[src/rtl/ysyx_23060240_trap_ctrl.sv]
// ============================================================================
// Module   : ysyx_23060240_trap_ctrl
// Brief    : M-mode CSR port sequencer for Zicsr, ecall trap entry and mret.
// Revision : 1.0 - initial release
// ============================================================================
`default_nettype none

module ysyx_23060240_trap_ctrl #(
    parameter logic [31:0] MCAUSE_ECALL = 32'hb,
    parameter logic [11:0] ADDR_MSTATUS = 12'h300,
    parameter logic [11:0] ADDR_MTVEC   = 12'h305,
    parameter logic [11:0] ADDR_MEPC    = 12'h341,
    parameter logic [11:0] ADDR_MCAUSE  = 12'h342
) (
    input  logic        clk,
    input  logic        rst,
    input  logic        inst_valid,
    output logic        inst_ready,
    input  logic [31:0] pc,
    input  logic        is_ecall,
    input  logic        is_mret,
    input  logic        is_csr,
    input  logic [1:0]  csr_op,
    input  logic [11:0] csr_addr,
    input  logic [31:0] csr_src,
    output logic [31:0] csr_rd_data,
    output logic        rd_we,
    output logic [11:0] csr_r_addr,
    input  logic [31:0] csr_r_data,
    output logic        csr_w_en,
    output logic [11:0] csr_w_addr,
    output logic [31:0] csr_w_data,
    output logic        redirect_valid,
    output logic [31:0] redirect_pc,
    output logic        busy
);

    localparam logic [1:0] C_OP_RW = 2'b01;
    localparam logic [1:0] C_OP_RS = 2'b10;
    localparam logic [1:0] C_OP_RC = 2'b11;

    typedef enum logic [2:0] {
        S_IDLE     = 3'd0,
        S_T_CAUSE  = 3'd1,
        S_T_STATUS = 3'd2,
        S_T_JUMP   = 3'd3,
        S_M_JUMP   = 3'd4
    } state_t;

    state_t state_q;
    state_t state_d;

    logic        w_accept;
    logic [31:0] w_status_trap;
    logic [31:0] w_status_mret;
    logic [31:0] w_csr_new;

    assign w_accept = inst_valid & (state_q == S_IDLE);

    // Only MIE (3), MPIE (7) and MPP (12:11) move; every other bit passes through.
    always_comb begin
        w_status_trap        = csr_r_data;
        w_status_trap[7]     = csr_r_data[3];
        w_status_trap[3]     = 1'b0;
        w_status_trap[12:11] = 2'b11;

        w_status_mret        = csr_r_data;
        w_status_mret[3]     = csr_r_data[7];
        w_status_mret[7]     = 1'b1;
        w_status_mret[12:11] = 2'b11;
    end

    always_comb begin
        w_csr_new = 32'h0;
        case (csr_op)
            C_OP_RW: w_csr_new = csr_src;
            C_OP_RS: w_csr_new = csr_r_data | csr_src;
            C_OP_RC: w_csr_new = csr_r_data & ~csr_src;
            default: w_csr_new = 32'h0;
        endcase
    end

    always_ff @(posedge clk) begin
        if (rst) begin
            state_q <= S_IDLE;
        end else begin
            state_q <= state_d;
        end
    end

    always_comb begin
        state_d        = state_q;
        inst_ready     = 1'b0;
        csr_rd_data    = 32'h0;
        rd_we          = 1'b0;
        csr_r_addr     = 12'h0;
        csr_w_en       = 1'b0;
        csr_w_addr     = 12'h0;
        csr_w_data     = 32'h0;
        redirect_valid = 1'b0;
        redirect_pc    = 32'h0;

        case (state_q)
            S_IDLE: begin
                inst_ready = 1'b1;
                if (w_accept) begin
                    if (is_ecall) begin
                        csr_w_en   = 1'b1;
                        csr_w_addr = ADDR_MEPC;
                        csr_w_data = {pc[31:2], 2'b00};
                        state_d    = S_T_CAUSE;
                    end else if (is_mret) begin
                        csr_r_addr = ADDR_MSTATUS;
                        csr_w_en   = 1'b1;
                        csr_w_addr = ADDR_MSTATUS;
                        csr_w_data = w_status_mret;
                        state_d    = S_M_JUMP;
                    end else if (is_csr && (csr_op != 2'b00)) begin
                        csr_r_addr  = csr_addr;
                        csr_rd_data = csr_r_data;
                        rd_we       = 1'b1;
                        // Set/clear with a zero mask must not touch the CSR.
                        if ((csr_op == C_OP_RW) || (csr_src != 32'h0)) begin
                            csr_w_en   = 1'b1;
                            csr_w_addr = csr_addr;
                            csr_w_data = w_csr_new;
                        end
                    end
                end
            end
            S_T_CAUSE: begin
                csr_w_en   = 1'b1;
                csr_w_addr = ADDR_MCAUSE;
                csr_w_data = MCAUSE_ECALL;
                state_d    = S_T_STATUS;
            end
            S_T_STATUS: begin
                csr_r_addr = ADDR_MSTATUS;
                csr_w_en   = 1'b1;
                csr_w_addr = ADDR_MSTATUS;
                csr_w_data = w_status_trap;
                state_d    = S_T_JUMP;
            end
            S_T_JUMP: begin
                csr_r_addr     = ADDR_MTVEC;
                redirect_valid = 1'b1;
                redirect_pc    = {csr_r_data[31:2], 2'b00};
                state_d        = S_IDLE;
            end
            S_M_JUMP: begin
                csr_r_addr     = ADDR_MEPC;
                redirect_valid = 1'b1;
                redirect_pc    = {csr_r_data[31:2], 2'b00};
                state_d        = S_IDLE;
            end
            default: begin
                state_d = S_IDLE;
            end
        endcase
    end

    assign busy = (state_q != S_IDLE);

endmodule

`default_nettype wire

[config.mk]
export PLATFORM = sky130hd
export DESIGN_NAME = ysyx_23060240_trap_ctrl
export DESIGN_NICKNAME = d
export VERILOG_FILES = /design/src/rtl/ysyx_23060240_trap_ctrl.sv
export SDC_FILE = /design/constraint.sdc
export NUM_CORES = 1
export LEC_CHECK = 0
export BUFFER_PORTS_ARGS = -buffer_cell sky130_fd_sc_hd__clkbuf_2
export CAP_MARGIN = 40
export CORE_AREA = 2 2 94 96
export DETAILED_ROUTE_END_ITERATION = 7
export DIE_AREA = 0 0 96 98
export PLACE_DENSITY_LB_ADDON = 0.1
export SLEW_MARGIN = 20
export SYNTH_ARGS = -nofsm -noshare
export SYNTH_HDL_FRONTEND = slang
export SYNTH_SLANG_ARGS = --single-unit
[constraint.sdc]
create_clock -name clk -period 1.9 [get_ports clk]
set_input_delay 0.38 -clock clk [delete_from_list [all_inputs] [get_ports clk]]
set_output_delay 0.38 -clock clk [all_outputs]
set_load 0.1 [all_outputs]
==> qor.txt <==
PwrDens: 442 nW/um^2
GP Congestion: 0.860
synth-to-layout area growth: 209%
max cap viols: 0
Seq/Total Area, Yosys: 0.0253
Crit Path Max Fanout: 5
fin. max-slew vios: 0
CP max stage delay: 0.61 ns
die width: 96 um
Top reg by flops: state_q
Worst Skew: 0.00159 ns
routed vias/inst: 5.49
Synth Instances: 380
Slowest cell on crit path: or4b_4
DR iter-0 viols: 176
global route hottest layer: met2
via count: 4378
CP Data Arrival Time: 2.10 ns
Worst setup SP type: flop
Leak: 3.16 nW
multi-input logic area: 3030 um^2
initial antenna violation count: 0
# hold bufs at CTS: 0
worst setup margin: -0.576 ns
nets: 806
Fillers: 447
HPWL after detailed placement: 12000 um
Clock Latency Late Sink: 0.22 ns
clk slew on worst S/H paths: 0.03 ns
I/O pins: 241
Setup-failing EPs final: 121
critical path endpoint category: output pin
H-tree depth: 1
status: finished, violations left
Clock Root Buffer: clkbuf_8
first-pass GRT wire length: 23500 um
CTS Buffer Depth: 2
Max Clk Rate: 0.404 GHz
Overall Global Routing Usage: 0.315
diode count: 0
EDFF count, synth: 0
failing checks: negative setup slack
critical path class: flop to output pin
hold slack final: 0.366 ns
Inserted Clock Buffers: 3
initial core utilization: 0.281
Post-synth ARST share: 0
endpoints failing hold: 0
Tcrit/Tclk final: 1.30
vias in the first global route: 4604
Avg Cell Area, Syn: 6.25 um^2
post-synthesis cell area: 2380 um^2
Antenna Nets Post-Route: 0
die area: 9410 um^2
main flop type after synthesis: dfxtp_1
drt drc: 0
YS warnings: 0
Die H: 98 um
WL/cell: 19.9 um
Tmin final: 2.48 ns
GRT met1 Usage: 0.348
GR Layer Usage met2: 0.581
total congestion overflow: 0
Placement Cell Area: 6960 um^2
DRT Pass-1 Iters: 5
layout cells sized above 1: 0.713
FF+latch count, synth: 3
CTS tree: built
CORE AREA: 8470 um^2
setup slack at placement: -0.627 ns
critical-path cell list: or4b_4 > nor3_4 > buf_4 > clkbuf_16 > and2_4 > and2_4 > buf_12
largest net degree at the start of global routing: 31
VDD IR max: 0.000411 V
post-synth cell types: 47
Post-Route WL: 15900 um
Regs by FF count: state_q (3)
clock sink total: 3
cell with the most instances on the worst path: and2_4
Design Area, Final: 7350 um^2
FF+latch area: 60.1 um^2
number of flip-flops in the largest register: 3
Port Buffers: 236
unrepaired setup endpoints after global routing: yes
FP Rows: 34
met3 usage: 0.0671
hold crit path type: input port to flop
Worst Path Required: 1.52 ns
[per-stage QoR]
step | util | instances | total power, mW | TNS [ns]
6_report | 0.868 | 797 | 3.25 | -51.23
4_1_cts | 0.846 | 788 | 3.20 | -48.10
3_5_place_dp | 0.822 | 780 | 2.98 | -36.52
2_1_floorplan | - | 381 | 1.85 | -39.56
3_3_place_gp | 0.822 | 780 | 2.93 | -32.31
5_1_grt | 0.868 | 797 | 3.34 | -57.38
[path summary, 6_finish.rpt]
kind / slack [ns] / depth (start not counted) / start / end
setup / recovery: -0.58 / 7 / state_q[2] / csr_w_addr[7]
hold / removal: 0.37 / 2 / rst / state_q[1]
setup reg to reg: 0.56 / 5 / state_q[0] / state_q[2]
hold reg to reg: 0.66 / 2 / state_q[0] / state_q[0]
[worst max-delay path, delay by kind of cell, from the launching register on]
| kind | cells | cell delay [ns] |
|---|---|---|
| AND/OR/NAND/NOR | 4 | 1.10 |
| buffers and inverters | 3 | 0.47 |
| flip-flops | 1 | 0.30 |
[repair_timing]
action                                  CTS  global route
gates resized for setup                  28            36
endpoints found under the setup margin  122           122
pin swaps                                15             9
gates cloned                              2             2
setup buffers                             2             7
[where the power goes]
group / internal, mW / switching [mW]
logic: 1.12 / 1.86
clock network: 0.144 / 0.0490
registers: 0.0676 / 0.00196
total: 1.34 / 1.91
[metal layers]
layer	part of all wire	vias to the layer above
met5	0	-
met4	0.035	0
met3	0.084	43
met2	0.52	245
met1	0.36	2104
li1	-	1986
[cell usage after synthesis (3+ instances only)]
master     count  share of area
and2_1        75           0.20
o21ai_0       60           0.13
nor2b_1       43           0.11
nand2_1       34          0.054
a22oi_1       26          0.082
o2bb2ai_1     20          0.074
clkbuf_1      19          0.030
nor4_1        11          0.029
mux2i_1       10          0.042
a21oi_1        8          0.017
buf_2          8          0.017
buf_4          6          0.019
nor2_1         5         0.0079
a21o_1         4          0.013
inv_1          4         0.0063
nor3b_1        4          0.013
dfxtp_1        3          0.025
nand3b_1       3         0.0095
or3_1          3         0.0079
[cell usage in the layout (no fill, tap or decap), types with 3 or more instances in the layout]
master       n
buf_12     130
clkbuf_2   105
buf_4       76
and2_4      66
nor2b_1     42
nand2_1     33
o21ai_0     31
o21ai_4     29
a22oi_1     26
o2bb2ai_1   20
buf_6       20
mux2i_1     10
nor4_4      10
and2_2       8
a21oi_1      7
nor2_1       4
buf_8        4
inv_1        3
o31ai_4      3
nand3b_1     3
a31o_4       3
clkbuf_8     3
dfxtp_1      3
[area by class of cell]
class,count,area share
multi-input combinational,339,0.412
tap,108,0.0184
clock buffer,4,0.00613
inverter,4,0.00255
timing repair buffer,339,0.553
sequential,3,0.00817
[kinds of logic after synthesis]
group,count (synthesis),share of synthesized area
buffers and inverters,39,0.0790
DFF,3,0.0253
and+or+nand+nor,189,0.468
muxes,10,0.0421
other,1,0.00158
AOI/OAI and AO/OA,138,0.384
No activity file was read; power rests on OpenSTA's default activity.
